==> src/rtl/ace_pkg.sv <==
// ace_pkg: shared encodings for the ACE request arbiter.
// Line states, grant ids, response bits and arbiter states.
package ace_pkg;

    localparam logic [2:0] INV = 3'b001;
    localparam logic [2:0] UC  = 3'b010;
    localparam logic [2:0] UD  = 3'b100;

    localparam logic [1:0] GID_NONE = 2'b00;
    localparam logic [1:0] GID_RD   = 2'b01;
    localparam logic [1:0] GID_WR   = 2'b10;
    localparam logic [1:0] GID_SN   = 2'b11;

    localparam int CR_PASS_DIRTY = 1;
    localparam int CR_WAS_UNIQUE = 0;

    localparam int PICK_RD = 0;
    localparam int PICK_WR = 1;
    localparam int PICK_SN = 2;

    localparam logic LAST_RD = 1'b0;
    localparam logic LAST_WR = 1'b1;

    typedef enum logic [2:0] {
        S_IDLE,
        S_ISSUE,
        S_WAIT_MEM,
        S_RESP,
        S_DONE
    } arb_state_e;

endpackage

==> src/rtl/ace_arb_pick.sv <==
// ace_arb_pick: one-hot choice among write, read and snoop.
// Snoop first unless a starved local waits; locals alternate.
module ace_arb_pick
    import ace_pkg::*;
(
    input  logic       ar_req,
    input  logic       aw_req,
    input  logic       ac_req,
    input  logic       last_local,
    input  logic       starve,
    output logic [2:0] pick
);

    logic local_req;

    assign local_req = ar_req | aw_req;

    // snoop priority, starvation override, local round-robin
    always_comb begin
        pick = '0;
        if (ac_req && !(starve && local_req)) begin
            pick[PICK_SN] = 1'b1;
        end else if (ar_req && aw_req) begin
            if (last_local == LAST_WR) begin
                pick[PICK_RD] = 1'b1;
            end else begin
                pick[PICK_WR] = 1'b1;
            end
        end else if (ar_req) begin
            pick[PICK_RD] = 1'b1;
        end else if (aw_req) begin
            pick[PICK_WR] = 1'b1;
        end
    end

endmodule

==> src/rtl/ace_req_arbiter.sv <==
// ace_req_arbiter: sequences AW/AR/AC requests into the ACE line FSM,
// one transaction at a time, with memory wait and snoop response.
module ace_req_arbiter
    import ace_pkg::*;
#(
    parameter int MEM_TIMEOUT  = 64,
    parameter int STARVE_LIMIT = 4
) (
    input  logic       clk,
    input  logic       rst,
    input  logic       aw_req,
    input  logic       ar_req,
    input  logic       ac_req,
    input  logic       ac_snoop_in,
    output logic       aw_gnt,
    output logic       ar_gnt,
    output logic       ac_gnt,
    output logic       fsm_awvalid,
    output logic       fsm_arvalid,
    output logic       fsm_acvalid,
    output logic       fsm_acsnoop,
    output logic       fsm_crready,
    input  logic [2:0] line_state,
    input  logic       fsm_write_main_mem,
    input  logic       fsm_read_main_mem,
    input  logic       mem_done,
    output logic       cr_valid,
    input  logic       cr_ready,
    output logic [1:0] cr_resp,
    output logic       busy,
    output logic [1:0] grant_id,
    output logic       err
);

    localparam int TW = $clog2(MEM_TIMEOUT) + 1;
    localparam int SW = $clog2(STARVE_LIMIT + 1);
    localparam logic [TW-1:0] TMO_LAST   = TW'(MEM_TIMEOUT - 1);
    localparam logic [SW-1:0] STARVE_MAX = SW'(STARVE_LIMIT);

    arb_state_e    state;
    arb_state_e    state_nx;
    logic          snoop_q;
    logic [2:0]    prev_state;
    logic          last_local;
    logic [SW-1:0] starve_cnt;
    logic [TW-1:0] tmo_cnt;
    logic [2:0]    pick;
    logic [1:0]    pick_id;
    logic          arb_go;
    logic          local_req;
    logic          starve;

    assign local_req = ar_req | aw_req;
    assign starve    = (starve_cnt == STARVE_MAX);
    assign arb_go    = (state == S_IDLE) && (|pick);
    assign busy      = (state != S_IDLE);

    ace_arb_pick u_pick (
        .ar_req     (ar_req),
        .aw_req     (aw_req),
        .ac_req     (ac_req),
        .last_local (last_local),
        .starve     (starve),
        .pick       (pick)
    );

    // translate the one-hot pick into a grant id
    always_comb begin
        pick_id = GID_NONE;
        unique case (1'b1)
            pick[PICK_SN]: pick_id = GID_SN;
            pick[PICK_WR]: pick_id = GID_WR;
            pick[PICK_RD]: pick_id = GID_RD;
            default:       pick_id = GID_NONE;
        endcase
    end

    // state register
    always_ff @(posedge clk or posedge rst) begin
        if (rst) begin
            state <= S_IDLE;
        end else begin
            state <= state_nx;
        end
    end

    // next state and per-state output pulses
    always_comb begin
        state_nx    = state;
        fsm_arvalid = 1'b0;
        fsm_awvalid = 1'b0;
        fsm_acvalid = 1'b0;
        fsm_acsnoop = 1'b0;
        fsm_crready = 1'b0;
        cr_valid    = 1'b0;
        cr_resp     = 2'b00;
        ar_gnt      = 1'b0;
        aw_gnt      = 1'b0;
        ac_gnt      = 1'b0;
        err         = 1'b0;
        case (state)
            S_IDLE: begin
                if (arb_go) begin
                    state_nx = S_ISSUE;
                end
            end
            S_ISSUE: begin
                fsm_arvalid = (grant_id == GID_RD);
                fsm_awvalid = (grant_id == GID_WR);
                fsm_acvalid = (grant_id == GID_SN);
                fsm_acsnoop = (grant_id == GID_SN) && snoop_q;
                if (grant_id == GID_SN) begin
                    state_nx = S_RESP;
                end else if (fsm_read_main_mem || fsm_write_main_mem) begin
                    state_nx = S_WAIT_MEM;
                end else begin
                    state_nx = S_DONE;
                end
            end
            S_WAIT_MEM: begin
                if (mem_done) begin
                    state_nx = S_DONE;
                end else if (tmo_cnt == TMO_LAST) begin
                    err      = 1'b1;
                    state_nx = S_DONE;
                end
            end
            S_RESP: begin
                cr_valid = 1'b1;
                cr_resp[CR_PASS_DIRTY] = (prev_state == UD);
                cr_resp[CR_WAS_UNIQUE] = (prev_state != INV);
                if (cr_ready) begin
                    fsm_crready = 1'b1;
                    state_nx    = S_DONE;
                end
            end
            S_DONE: begin
                ar_gnt   = (grant_id == GID_RD);
                aw_gnt   = (grant_id == GID_WR);
                ac_gnt   = (grant_id == GID_SN);
                state_nx = S_IDLE;
            end
            default: state_nx = S_IDLE;
        endcase
    end

    // grant capture, starvation count and round-robin pointer
    always_ff @(posedge clk or posedge rst) begin
        if (rst) begin
            grant_id   <= GID_NONE;
            snoop_q    <= 1'b0;
            prev_state <= '0;
            last_local <= LAST_WR;
            starve_cnt <= '0;
        end else if (arb_go) begin
            grant_id   <= pick_id;
            snoop_q    <= ac_snoop_in;
            prev_state <= line_state;
            if (pick[PICK_SN]) begin
                if (local_req && (starve_cnt != STARVE_MAX)) begin
                    starve_cnt <= starve_cnt + 1'b1;
                end
            end else begin
                starve_cnt <= '0;
            end
        end else if (state == S_DONE) begin
            grant_id <= GID_NONE;
            if (grant_id == GID_RD) begin
                last_local <= LAST_RD;
            end else if (grant_id == GID_WR) begin
                last_local <= LAST_WR;
            end
        end
    end

    // memory wait counter: cleared while issuing, stops at its last value
    always_ff @(posedge clk or posedge rst) begin
        if (rst) begin
            tmo_cnt <= '0;
        end else if (state == S_ISSUE) begin
            tmo_cnt <= '0;
        end else if ((state == S_WAIT_MEM) && (tmo_cnt != TMO_LAST)) begin
            tmo_cnt <= tmo_cnt + 1'b1;
        end
    end

endmodule

==> config.mk <==
export PLATFORM = sky130hd
export DESIGN_NAME = ace_req_arbiter
export DESIGN_NICKNAME = d
export VERILOG_FILES = /design/src/rtl/ace_pkg.sv /design/src/rtl/ace_arb_pick.sv /design/src/rtl/ace_req_arbiter.sv
export SDC_FILE = /design/constraint.sdc
export NUM_CORES = 1
export LEC_CHECK = 0
export CAP_MARGIN = 10
export CORE_UTILIZATION = 53
export CTS_CLUSTER_SIZE = 40
export DETAILED_ROUTE_END_ITERATION = 10
export PLACE_DENSITY = 0.83
export SLEW_MARGIN = 30
export SYNTH_ARGS = -nofsm -noshare
export SYNTH_HDL_FRONTEND = slang
export SYNTH_HIERARCHICAL = 1
export SYNTH_SLANG_ARGS = --single-unit
==> constraint.sdc <==
create_clock -name clk -period 4.8 [get_ports clk]
set_input_delay 0.96 -clock clk [delete_from_list [all_inputs] [get_ports clk]]
set_output_delay 0.96 -clock clk [all_outputs]
set_load 0.02 [all_outputs]
[Word-level counts from Yosys, hierarchy flattened]
Cells that the tools add are included.
Word-level totals
  register bits after elaboration: 20
  input port bits: 13
  word-level logic and storage cells: 84
Cells by class
  add/subtract/negate cells: 2
  eq/ne operators: 17
  multiplexer cells: 38
  bitwise logic cells: 2
  reduce and logical (&&, ||, !) cells: 18
Operators with widths (number)
  3-bit two-way mux: 8
  1-bit two-way mux: 21
  7-bit two-way mux: 2
  3-bit case mux with 4 select lines: 1
  2-bit two-way mux: 5
  3-bit == test, second input constant: 3
  7-bit by 1-bit adder with 7-bit output, second input constant: 1
  7-bit by 6-bit == test with 1-bit output, second input constant: 1
  1-bit logical AND: 7
  7-bit by 6-bit != test with 1-bit output, second input constant: 1
  3-bit by 2-bit == test with 1-bit output, second input constant: 2
  3-bit != test, second input constant: 2
  2-bit case mux with 3 select lines: 1
  3-bit AND reduction: 2
  2-bit nonzero test: 3
  2-bit == test, second input constant: 2
  2-bit != test, second input constant: 2
  3-bit by 1-bit adder with 3-bit output, second input constant: 1
  3-bit by 1-bit == test with 1-bit output, second input constant: 1
  3-bit logical NOT: 1
  3-bit by 1-bit != test with 1-bit output, second input constant: 1
  3-bit nonzero test: 1
  3-bit OR reduction: 1
  2-bit by 1-bit == test with 1-bit output, second input constant: 1
  other kinds (6): 6

[Depth between registers and ports, before layout]
Gate-level depths: netlist of the first run.
  depth after elaboration: 9
  depth in mapped cells: 8

[Modules after synthesis]
The synthesis of the first run kept the hierarchy.
Modules (own cells, without submodules)
  ace_req_arbiter: times used 1, cells an instance 127, area an instance 1224.9 um^2, sequential area each 501.7 um^2
  ace_arb_pick: times used 1, cells an instance 7, area an instance 40.0 um^2, sequential area each 0.0 um^2

[Worst setup path before layout of the first run]
Ideal clock, no wire load.
  kind: input to output
  start: in mem_done
  end: out err
  arrival: 1.668 ns
  data required time: 3.840 ns
  slack: 2.172 ns
  cell stages on the path: 2
  path buffers: 0
  path through: nor4b_1 -> nor2b_1
On the way
  word-level cells in the longest chain between the ends: 2
Ends and longest elaborated chain
  from (decl): line ace_req_arbiter.sv:26  | input logic mem_done,
  1-bit two-way mux: line ace_req_arbiter.sv:121  | if (mem_done) begin
  1-bit two-way mux: line ace_req_arbiter.sv:101  | case (state)
  to (decl): line ace_req_arbiter.sv:32  | output logic err
No other way between the ends.

[Worst setup path after layout of the first run]
Same ends and word-level chain as after synthesis.

==> load_flow_metrics.sql, run 1 <==
INSERT INTO impl_metrics (metric_group, metric, value, unit) VALUES
('run_status', 'outcome', 'complete, no violations', ''),
('power', 'leakagePower', '0.716', 'nW'),
('clocking', 'post_cts_resized', '0', ''),
('floorplanning', 'num_io_pins', '28', ''),
('sta', 'final-hold-violation-count', '0', ''),
('drt', 'first_iter_violations', '25', ''),
('clocking', 'maximum_level_of_the_cts_h_tree', '1', ''),
('grt', 'grt.total_usage', '0.240', ''),
('floorplanning', 'placement_rows', '17', ''),
('drt', 'drt-wirelength-per-cell', '14.7', 'µm'),
('grt', 'grt_max_degree', '21', ''),
('sta', 'finalClockSkew', '0.0106', 'ns'),
('critical_path', 'timing.critical_path.required', '3.84', 'ns'),
('logic_synthesis', 'mappedNetlistArea', '0.00126', 'mm²'),
('floorplanning', 'dieArea', '0.00259', 'mm²'),
('placement', 'placedInstanceArea', '0.00155', 'mm²'),
('logic_synthesis', 'synth_enable_flop_cells', '0', ''),
('logic_synthesis', 'synth_nets', '153', ''),
('power', 'power.share.switching', '0.419', ''),
('power', 'power.density', '511', 'mW/mm²'),
('clocking', 'post-cts-setup-buffer-count', '0', ''),
('logic_synthesis', 'async_reset_ff_frac', '1.00', ''),
('finish', 'layout_overhead_on_the_synthesized_area', '24.8', '%'),
('logic_synthesis', 'synth_flop_cell', 'dfrtp_1', ''),
('finish', 'finalInstanceArea', '0.00158', 'mm²'),
('sta', 'final_min_period_over_clock_period', '0.737', ''),
('power', 'intPower', '469', 'µW'),
('logic_synthesis', 'post_synth_num_cell_types', '45', ''),
('sta', 'maxSlewViolCount', '0', ''),
('clocking', 'clkLatencyLatePin', '0.30', 'ns'),
('grt', 'overflow', '0', ''),
('placement', 'routabilityCongestion', '0.792', ''),
('sta', 'slew_headroom', '0.420', ''),
('finish', 'finalNetCount', '181', ''),
('sta', 'rsz0062_at_grt', 'false', ''),
('floorplanning', 'core_region_area', '0.00223', 'mm²'),
('critical_path', 'timing.critical_path.to_type', 'output port', ''),
('finish', 'antenna-diode-count', '0', ''),
('sta', 'post-route-min-period', '3.54', 'ns'),
('power', 'power.ir.vdd_worst', '0.292', 'mV'),
('sta', 'fmax', '0.283', 'GHz'),
('critical_path', 'critPathMaxFanout', '3', ''),
('clocking', 'clock_sinks', '20', ''),
('clocking', 'max-clock-path-buffers', '2', ''),
('grt', 'grt_pass1_vias', '1063', ''),
('placement', 'detailedPlacementHpwl', '2010', 'µm'),
('logic_synthesis', 'synth_cells', '134', ''),
('clocking', 'hold_buffers', '0', ''),
('clocking', 'clock-root-buffer', 'clkbuf_4', ''),
('grt', 'grt_pass1_wl', '4550', 'µm'),
('clocking', 'cts_tree', 'done', ''),
('job', 'max_cap_viol_count', '0', ''),
('grt', 'number_of_antenna_violations_at_the_first_check_in_global_routing', '0', ''),
('drt', 'drt_pass1_iterations', '4', ''),
('floorplanning', 'fp.dieW', '50.9', 'µm'),
('critical_path', 'timing.critical_path.arrival', '2.58', 'ns'),
('critical_path', 'worstSetupStartpointType', 'primary input', ''),
('critical_path', 'worst-setup-path-type', 'in -> out', ''),
('placement', 'portBuffers', '27', ''),
('sta', 'setup_tns', '0', 'ns'),
('floorplanning', 'dieHeight', '50.9', 'µm'),
('power', 'switchingPower', '338', 'µW'),
('drt', 'routed-via-count', '1119', ''),
('power', 'clock_power_share', '0.103', ''),
('clocking', 'clock_pin_transition_on_the_worst_setup_and_hold_timing_paths', '0.10', 'ns'),
('logic_synthesis', 'synth_warnings', '6', ''),
('drt', 'ant_nets', '0', ''),
('finish', 'layout.filler_cells', '172', ''),
('power', 'share_seq_of_total_power', '0.382', ''),
('logic_synthesis', 'synth_seq_area_share', '0.397', ''),
('logic_synthesis', 'post_synth.cell_area_avg', '9.44', 'µm²'),
('sta', 'timing_worst_slew_pin_value', '0.868', 'ns'),
('floorplanning', 'start_util', '0.566', ''),
('worst_hold_path', 'min_path_type', 'reg -> reg', ''),
('finish', 'fraction_of_layout_cells_with_a_size_suffix_above_1', '0.0745', ''),
('sta', 'finalSetupViolations', '0', ''),
('drt', 'drt-total-wl', '2780', 'µm'),
('power', 'share_comb_of_total_power', '0.515', ''),
('drt', 'vias_per_cell', '5.92', ''),
('clocking', 'cts-buffers-inserted', '3', ''),
('logic_synthesis', 'synth-seq-cells', '20', ''),
('drt', 'drc_errors', '0', '');
[critical path: stages]
cell	delay (ns)
clkdlybuf4s50_1	0.41
nor4b_1	0.40
nor2b_1	0.20
clkdlybuf4s50_1	0.61
[Yosys cell counts, types with 2 or more instances]
cell	instances	area [µm²]
nor2b_1	3	18.8
dfrtp_1	19	475
nor4b_1	2	17.5
nor2_1	4	15.0
ha_1	6	75.1
mux2_2	4	45.0
and3_1	12	75.1
a31oi_1	2	12.5
a211oi_1	3	22.5
nor3b_1	3	22.5
a21oi_1	4	20.0
nand2_1	6	22.5
o21ai_0	7	35.0
mux2i_1	2	20.0
o22ai_1	2	12.5
o21a_1	3	22.5
nand2b_1	3	18.8
clkbuf_1	2	7.51
o2bb2ai_1	2	17.5
and2_1	6	37.5
nor3_1	4	20.0
inv_1	11	41.3
or3_1	2	12.5
[cells by family (layout without fill, tap and decap cells)]
logic type	after synthesis	in the layout	synth area share
and+or+nand+nor	53	53	0.252
adders and majority gates	6	6	0.0593
AOI/OAI and AO/OA	34	34	0.194
buffers and inverters	15	42	0.0465
muxes	6	6	0.0514
DFF	20	20	0.397
[registers in the layout, summed over array words and instances, names as in the netlist]
name        cells
tmo_cnt         7
prev_state      3
starve_cnt      3
state           3
grant_id        2
last_local      1
snoop_q         1
[stage by stage]
stage | setup slack (ns) | hold slack [ns] | util | instances | total power, mW
floorplan | 2.17 | 0.453 | - | 134 | 0.591
global placement | 1.35 | 0.471 | 0.695 | 185 | 0.711
detailed placement | 1.25 | 0.469 | 0.695 | 185 | 0.724
CTS | 1.25 | 0.489 | 0.707 | 189 | 0.811
global route | 1.07 | 0.502 | 0.707 | 189 | 0.873
finish | 1.26 | 0.484 | 0.707 | 189 | 0.807
[layout make-up]
type	count	area, µm²	share of cell area
timing repair buffer	27	270	0.171
tap	28	35.0	0.0222
clock buffer	4	26.3	0.0166
multi-input combinational	99	704	0.446
inverter	11	41.3	0.0261
sequential	20	502	0.318
[metal layers]
layer  share of wire  GRT usage  routed length [µm]
met5               0          0                   0
met2            0.47      0.380                1290
met4           0.015      0.139                  42
met1            0.47      0.306                1300
met3           0.053     0.0446                 147
[cell usage in the layout (no fill, tap or decap), drive strengths merged, types with 3 or more instances in the layout]
cell type,count
ha,6
nor2b,3
inv,11
nand2b,3
a211oi,3
o21ai,7
nor2,5
o21a,3
mux2,4
nand2,6
clkbuf,4
nor3,4
dfrtp,19
and2,6
nor3b,3
a21oi,4
and3,12
clkdlybuf4s50,27
[power groups by stage]
| stage | logic (mW) | registers (mW) | clock network, mW |
|---|---|---|---|
| 3_3_place_gp | 0.405 | 0.306 | 0 |
| 6_report | 0.416 | 0.308 | 0.0831 |
| 2_1_floorplan | 0.310 | 0.281 | 0 |
| 5_1_grt | 0.461 | 0.320 | 0.0922 |
| 3_5_place_dp | 0.415 | 0.310 | 0 |
| 4_1_cts | 0.419 | 0.306 | 0.0857 |
[final timing paths]
kind	cells after the start	startpoint	end	slack (ns)
setup / recovery	4	mem_done	err	1.26
hold / removal	2	last_local	last_local	0.48
setup reg to reg	8	starve_cnt[0]	prev_state[1]	2.61
hold reg to reg	2	last_local	last_local	0.48
max in group asynchronous	2	rst	grant_id[1]	3.24
min in group asynchronous	2	rst	tmo_cnt[3]	1.07
No activity file was read; power rests on OpenSTA's default activity.
==> inputs of run 2 (changes only) <==
--- a/config.mk
+++ b/config.mk
@@ -6,10 +6,10 @@
 export NUM_CORES = 1
 export LEC_CHECK = 0
 export CAP_MARGIN = 10
-export CORE_UTILIZATION = 53
+export CORE_UTILIZATION = 50
 export CTS_CLUSTER_SIZE = 40
 export DETAILED_ROUTE_END_ITERATION = 10
-export PLACE_DENSITY = 0.83
+export PLACE_DENSITY = 0.79
 export SLEW_MARGIN = 30
 export SYNTH_ARGS = -nofsm -noshare
 export SYNTH_HDL_FRONTEND = slang
==> constraint.sdc (replaced) <==
create_clock -name clk -period 3.6 [get_ports clk]
set_input_delay 0.72 -clock clk [delete_from_list [all_inputs] [get_ports clk]]
set_output_delay 0.72 -clock clk [all_outputs]
set_load 0.02 [all_outputs]
==> run 2 against run 1 <==
Against the previous run: register-to-register slack worse by 1.2 ns; clock skew fell by 0.0075 ns; first-iteration DRC count decreased by 24%; die area up 5.8%; global-route usage up 0.25 points; flip-flop and latch count is the same; power grew 44%; critical path type unchanged; largest power group unchanged; highest routed layer unchanged.
==> load_flow_metrics.sql, run 2 (synthesized netlist as in run 1, its figures left out) <==
INSERT INTO impl_metrics (metric_group, metric, value, unit) VALUES
('drt', 'drt_pass1_iterations', '5', ''),
('floorplanning', 'fp.dieW', '52.3', 'µm'),
('clocking', 'cts-buffers-inserted', '3', ''),
('critical_path', 'setup.worst_path.start', 'mem_done', ''),
('critical_path', 'critPathMaxFanout', '3', ''),
('critical_path', 'ff2ff_path_depth', '8', ''),
('sta', 'setup_tns', '0', 'ns'),
('placement', 'routabilityCongestion', '0.853', ''),
('critical_path', 'r2r_start', 'starve_cnt[0]', ''),
('sta', 'rsz0062_at_grt', 'false', ''),
('drt', 'drt-wirelength-per-cell', '15.4', 'µm'),
('sta', 'final_min_period_over_clock_period', '0.858', ''),
('grt', 'number_of_antenna_violations_at_the_first_check_in_global_routing', '0', ''),
('drt', 'routed-via-count', '1139', ''),
('clocking', 'clock-root-buffer', 'clkbuf_4', ''),
('sta', 'maxSlewViolCount', '0', ''),
('critical_path', 'cp_slowest_stage_delay', '0.61', 'ns'),
('finish', 'layout.filler_cells', '185', ''),
('floorplanning', 'placement_rows', '17', ''),
('placement', 'detailedPlacementHpwl', '2130', 'µm'),
('drt', 'ant_nets', '0', ''),
('drt', 'drt-total-wl', '2920', 'µm'),
('power', 'leakagePower', '0.729', 'nW'),
('critical_path', 'timing.critical_path.to_type', 'output port', ''),
('critical_path', 'critPathCapture', 'err', ''),
('critical_path', 'worst_r2r_endpoint', 'prev_state[0]', ''),
('finish', 'most-common-layout-cells', 'clkdlybuf4s50_1, dfrtp_1, and3_1', ''),
('critical_path', 'worst-setup-path-type', 'in -> out', ''),
('critical_path', 'timing.critical_path.arrival', '2.37', 'ns'),
('grt', 'grt_pass1_vias', '1109', ''),
('drt', 'first_iter_violations', '19', ''),
('grt', 'overflow', '0', ''),
('floorplanning', 'start_util', '0.551', ''),
('sta', 'slew_headroom', '0.454', ''),
('clocking', 'clkLatencyLatePin', '0.31', 'ns'),
('critical_path', 'timing.critical_path.required', '2.88', 'ns'),
('clocking', 'post_cts_resized', '0', ''),
('drt', 'vias_per_cell', '6.03', ''),
('clocking', 'clock_pin_transition_on_the_worst_setup_and_hold_timing_paths', '0.12', 'ns'),
('finish', 'layout_overhead_on_the_synthesized_area', '26.9', '%'),
('sta', 'fmax', '0.324', 'GHz'),
('power', 'power.ir.vdd_worst', '0.495', 'mV'),
('finish', 'largest_register_ffs', '7', ''),
('drt', 'drc_errors', '0', ''),
('sta', 'timing_worst_slew_pin_value', '0.817', 'ns'),
('grt', 'grt_max_degree', '21', ''),
('finish', 'finalInstanceArea', '0.00161', 'mm²'),
('floorplanning', 'dieHeight', '52.3', 'µm'),
('finish', 'final-seq-area', '502', 'µm²'),
('floorplanning', 'num_io_pins', '28', ''),
('clocking', 'max-clock-path-buffers', '2', ''),
('grt', 'grt.total_usage', '0.242', ''),
('run_status', 'outcome', 'complete, no violations', ''),
('sta', 'finalClockSkew', '0.00317', 'ns'),
('finish', 'post_layout_cell_count', '189', ''),
('critical_path', 'r2r_slack', '1.41', 'ns'),
('critical_path', 'worstPathCellList', 'clkdlybuf4s50_1, nor4b_1, nor2b_1, clkdlybuf4s50_1', ''),
('sta', 'final-hold-violation-count', '0', ''),
('clocking', 'maximum_level_of_the_cts_h_tree', '1', ''),
('clocking', 'post-cts-setup-buffer-count', '0', ''),
('clocking', 'cts_tree', 'done', ''),
('finish', 'mostFrequentLayoutCell', 'clkdlybuf4s50_1', ''),
('grt', 'grt_pass1_wl', '4840', 'µm'),
('finish', 'finalNetCount', '181', ''),
('critical_path', 'timing.critical_path.slowest_stage_cell', 'clkdlybuf4s50_1', ''),
('floorplanning', 'core_region_area', '0.00230', 'mm²'),
('finish', 'fraction_of_layout_cells_with_a_size_suffix_above_1', '0.0807', ''),
('placement', 'portBuffers', '27', ''),
('placement', 'placedInstanceArea', '0.00155', 'mm²'),
('clocking', 'hold_buffers', '0', ''),
('sta', 'fin_worst_hold_slack', '0.490', 'ns'),
('finish', 'registers.top_by_ff_count', 'tmo_cnt', ''),
('floorplanning', 'dieArea', '0.00274', 'mm²'),
('placement', 'numPlacedInstances', '185', ''),
('sta', 'finalSetupViolations', '0', ''),
('critical_path', 'crit_path_frequent_cell', 'clkdlybuf4s50_1', ''),
('power', 'power.density', '726', 'mW/mm²'),
('clocking', 'clock_sinks', '20', ''),
('job', 'max_cap_viol_count', '0', ''),
('finish', 'antenna-diode-count', '0', ''),
('critical_path', 'worstSetupStartpointType', 'primary input', ''),
('worst_hold_path', 'min_path_type', 'reg -> reg', ''),
('sta', 'post-route-min-period', '3.09', 'ns'),
('finish', 'multi_input_area', '704', 'µm²');
## run 2: cell count changes in the layout (fill, tap and decap cells not counted), sizes merged
cell	previous run	this run
bufinv	0	1
clkbuf	4	3
## run 2: cell type report
class,count,share of cell area
clock buffers,3,0.0140
clock inverters,1,0.0187
inverters,11,0.0257
multi-input cells,99,0.439
flip-flops and latches,20,0.313
well taps,28,0.0218
repair buffers,27,0.168
## run 2: worst min path at each step
stage / from / to / slack [ns] / cells past startpoint
2_1_floorplan: last_local / last_local / 0.45 / 2
3_3_place_gp: last_local / last_local / 0.47 / 2
3_5_place_dp: last_local / last_local / 0.48 / 2
4_1_cts: last_local / last_local / 0.50 / 2
5_1_grt: last_local / last_local / 0.52 / 2
6_report: last_local / last_local / 0.49 / 2
## run 2: where the power goes
part	internal (mW)	switching, mW
sequential	0.307	0.107
combinational	0.276	0.287
clock	0.113	0.0759
## run 2: worst max-delay path: cells and delay by family
family	cells	cell delay [ns]
and+or+nand+nor	2	0.63
buffers and inverters	2	1.02
## run 2: metrics by stage
step	util	setup WS [ns]	power, mW
2_1_floorplan	-	1.28	0.788
3_3_place_gp	0.676	0.617	0.948
3_5_place_dp	0.676	0.531	0.976
4_1_cts	0.699	0.513	1.17
5_1_grt	0.699	0.359	1.25
6_report	0.699	0.512	1.17
## run 2: metal layers
| layer | GRT usage | share of wire | vias to the layer above |
|---|---|---|---|
| met5 | 0 | 0 | - |
| met4 | 0.0614 | 0.0086 | 0 |
| met3 | 0.0754 | 0.050 | 5 |
| met2 | 0.405 | 0.47 | 34 |
| met1 | 0.300 | 0.47 | 550 |
| li1 | - | - | 550 |
==> inputs of run 3 (changes only) <==
--- a/config.mk
+++ b/config.mk
@@ -6,10 +6,11 @@
 export NUM_CORES = 1
 export LEC_CHECK = 0
 export CAP_MARGIN = 10
-export CORE_UTILIZATION = 50
+export CORE_UTILIZATION = 52
+export CTS_BUF_LIST = sky130_fd_sc_hd__clkbuf_4
 export CTS_CLUSTER_SIZE = 40
 export DETAILED_ROUTE_END_ITERATION = 10
-export PLACE_DENSITY = 0.79
+export PLACE_DENSITY = 0.82
 export SLEW_MARGIN = 30
 export SYNTH_ARGS = -nofsm -noshare
 export SYNTH_HDL_FRONTEND = slang
==> run 3 against run 2 <==
Against the previous run: sequential power about the same; clock power about the same; register-to-register slack better by 0.04 ns; flip-flop and latch count unchanged; power up 0.33%; via count up 2.6%; non-clock buffer count unchanged; setup slack worse by 0.014 ns; largest power group unchanged; clock-buffer cell count unchanged; final cell count unchanged; maximum frequency down 0.46%; die area down 3.7%.
==> load_flow_metrics.sql, run 3 (synthesized netlist as in run 1, its figures left out) <==
INSERT INTO impl_metrics (metric_group, metric, value, unit) VALUES
('critical_path', 'critPathMaxFanout', '3', ''),
('power', 'power.density', '729', 'mW/mm²'),
('clocking', 'hold_buffers', '0', ''),
('sta', 'fin_worst_hold_slack', '0.505', 'ns'),
('finish', 'registers.top_by_ff_count', 'tmo_cnt', ''),
('sta', 'finalClockSkew', '0.0170', 'ns'),
('sta', 'final_min_period_over_clock_period', '0.862', ''),
('power', 'switchingPower', '473', 'µW'),
('drt', 'drt-wirelength-per-cell', '15.9', 'µm'),
('clocking', 'maximum_level_of_the_cts_h_tree', '1', ''),
('grt', 'grt_pass1_vias', '1121', ''),
('run_status', 'outcome', 'complete, no violations', ''),
('drt', 'drt-total-wl', '3000', 'µm'),
('finish', 'final-seq-area', '502', 'µm²'),
('finish', 'post_layout_cell_count', '189', ''),
('worst_hold_path', 'min_path_type', 'reg -> reg', ''),
('clocking', 'clock_sinks', '20', ''),
('clocking', 'post_cts_resized', '0', ''),
('power', 'intPower', '696', 'µW'),
('placement', 'detailedPlacementHpwl', '2200', 'µm'),
('power', 'power', '1.17', 'mW'),
('sta', 'rsz0062_at_grt', 'false', ''),
('drt', 'vias_per_cell', '6.19', ''),
('finish', 'postLayoutCoreUtil', '0.712', ''),
('sta', 'fmax', '0.322', 'GHz'),
('job', 'max_cap_viol_count', '0', ''),
('placement', 'routabilityCongestion', '0.838', ''),
('sta', 'setup_tns', '0', 'ns'),
('placement', 'numPlacedInstances', '185', ''),
('grt', 'overflow', '0', ''),
('finish', 'finalNetCount', '181', ''),
('placement', 'placedInstanceArea', '0.00155', 'mm²'),
('placement', 'portBuffers', '27', ''),
('finish', 'largest_register_ffs', '7', ''),
('finish', 'finalInstanceArea', '0.00161', 'mm²'),
('drt', 'drc_errors', '0', ''),
('critical_path', 'timing.critical_path.slowest_stage_cell', 'clkdlybuf4s50_1', ''),
('finish', 'mostFrequentLayoutCell', 'clkdlybuf4s50_1', ''),
('finish', 'layout_overhead_on_the_synthesized_area', '26.9', '%'),
('critical_path', 'timing.critical_path.required', '2.88', 'ns'),
('clocking', 'cts_tree', 'done', ''),
('drt', 'ant_nets', '0', ''),
('power', 'share_seq_of_total_power', '0.353', ''),
('floorplanning', 'placement_rows', '17', ''),
('power', 'clock_power_share', '0.161', ''),
('sta', 'timing_worst_slew_pin_value', '0.855', 'ns'),
('power', 'power.ir.vdd_worst', '0.526', 'mV'),
('critical_path', 'cp_slowest_stage_delay', '0.61', 'ns'),
('sta', 'finalSetupViolations', '0', ''),
('clocking', 'clock_pin_transition_on_the_worst_setup_and_hold_timing_paths', '0.11', 'ns'),
('grt', 'grt.total_usage', '0.248', ''),
('clocking', 'max-clock-path-buffers', '2', ''),
('critical_path', 'cp.buffers_inverters', '2', ''),
('critical_path', 'crit_path_frequent_cell', 'clkdlybuf4s50_1', ''),
('floorplanning', 'core_region_area', '0.00225', 'mm²'),
('critical_path', 'timing.critical_path.to_type', 'output port', ''),
('critical_path', 'worst-setup-path-type', 'in -> out', ''),
('finish', 'most-common-layout-cells', 'clkdlybuf4s50_1, dfrtp_1, and3_1', ''),
('floorplanning', 'dieArea', '0.00263', 'mm²'),
('floorplanning', 'dieHeight', '51.3', 'µm'),
('sta', 'slew_headroom', '0.429', ''),
('clocking', 'cts-buffers-inserted', '3', ''),
('critical_path', 'worstPathCellList', 'clkdlybuf4s50_1, nor4b_1, nor2b_1, clkdlybuf4s50_1', ''),
('finish', 'layout.filler_cells', '177', ''),
('finish', 'fraction_of_layout_cells_with_a_size_suffix_above_1', '0.0807', ''),
('critical_path', 'worstSetupStartpointType', 'primary input', ''),
('sta', 'post-route-worst-setup-slack', '0.498', 'ns'),
('floorplanning', 'num_io_pins', '28', ''),
('floorplanning', 'fp.dieW', '51.3', 'µm'),
('finish', 'multi_input_area', '704', 'µm²'),
('placement', 'post-place-ws', '0.536', 'ns'),
('sta', 'final-hold-violation-count', '0', ''),
('drt', 'drt_pass1_iterations', '4', ''),
('sta', 'maxSlewViolCount', '0', ''),
('sta', 'post-route-min-period', '3.10', 'ns'),
('grt', 'number_of_antenna_violations_at_the_first_check_in_global_routing', '0', ''),
('critical_path', 'top_delay_family_on_crit_path', 'buffers and inverters', ''),
('power', 'leakagePower', '0.729', 'nW'),
('finish', 'antenna-diode-count', '0', ''),
('floorplanning', 'start_util', '0.561', ''),
('drt', 'routed-via-count', '1169', ''),
('critical_path', 'timing.critical_path.arrival', '2.38', 'ns'),
('clocking', 'clkLatencyLatePin', '0.32', 'ns'),
('drt', 'first_iter_violations', '32', ''),
('power', 'share_comb_of_total_power', '0.486', ''),
('power', 'power.share.switching', '0.405', ''),
('clocking', 'post-cts-setup-buffer-count', '0', ''),
('clocking', 'clock-root-buffer', 'clkbuf_4', ''),
('grt', 'grt_pass1_wl', '4900', 'µm'),
('grt', 'grt_max_degree', '21', '');
## run 3: worst min-delay path, stage by stage, from the launching register on
cell,delay [ns]
dfstp_2,0.40
inv_1,0.05
mux2i_1,0.06
## run 3: area by class of cell
cell class | count | share of cell area
Multi-Input combinational cell | 99 | 0.439
Sequential cell | 20 | 0.313
Timing Repair Buffer | 27 | 0.168
Inverter | 11 | 0.0257
Tap cell | 28 | 0.0218
Clock inverter | 1 | 0.0187
Clock buffer | 3 | 0.0140
## run 3: worst paths after layout
path | from | end | slack [ns] | cells after the start
worst min register to register | last_local | last_local | 0.50 | 2
min in group asynchronous | rst | snoop_q | 0.82 | 2
worst max-delay path | mem_done | err | 0.50 | 4
worst max register to register | starve_cnt[0] | prev_state[0] | 1.45 | 8
max in group asynchronous | rst | starve_cnt[0] | 2.27 | 2
worst min-delay path | last_local | last_local | 0.50 | 2
## run 3: per-layer routing
metal | routed length, µm | global-route usage | up-vias | share of wire
li1 | - | - | 550 | -
met1 | 1320 | 0.309 | 572 | 0.44
met2 | 1500 | 0.450 | 43 | 0.50
met3 | 151 | 0.0208 | 4 | 0.050
met4 | 29 | 0.0811 | 0 | 0.0097
met5 | 0 | 0 | - | 0
## run 3: power groups by stage
stage	Combinational (mW)	Sequential (mW)	Clock (mW)
after floorplan	0.414	0.374	0
after global placement	0.538	0.409	0
after detailed placement	0.564	0.413	0
after CTS	0.571	0.409	0.191
after global routing	0.623	0.425	0.197
final	0.568	0.413	0.188
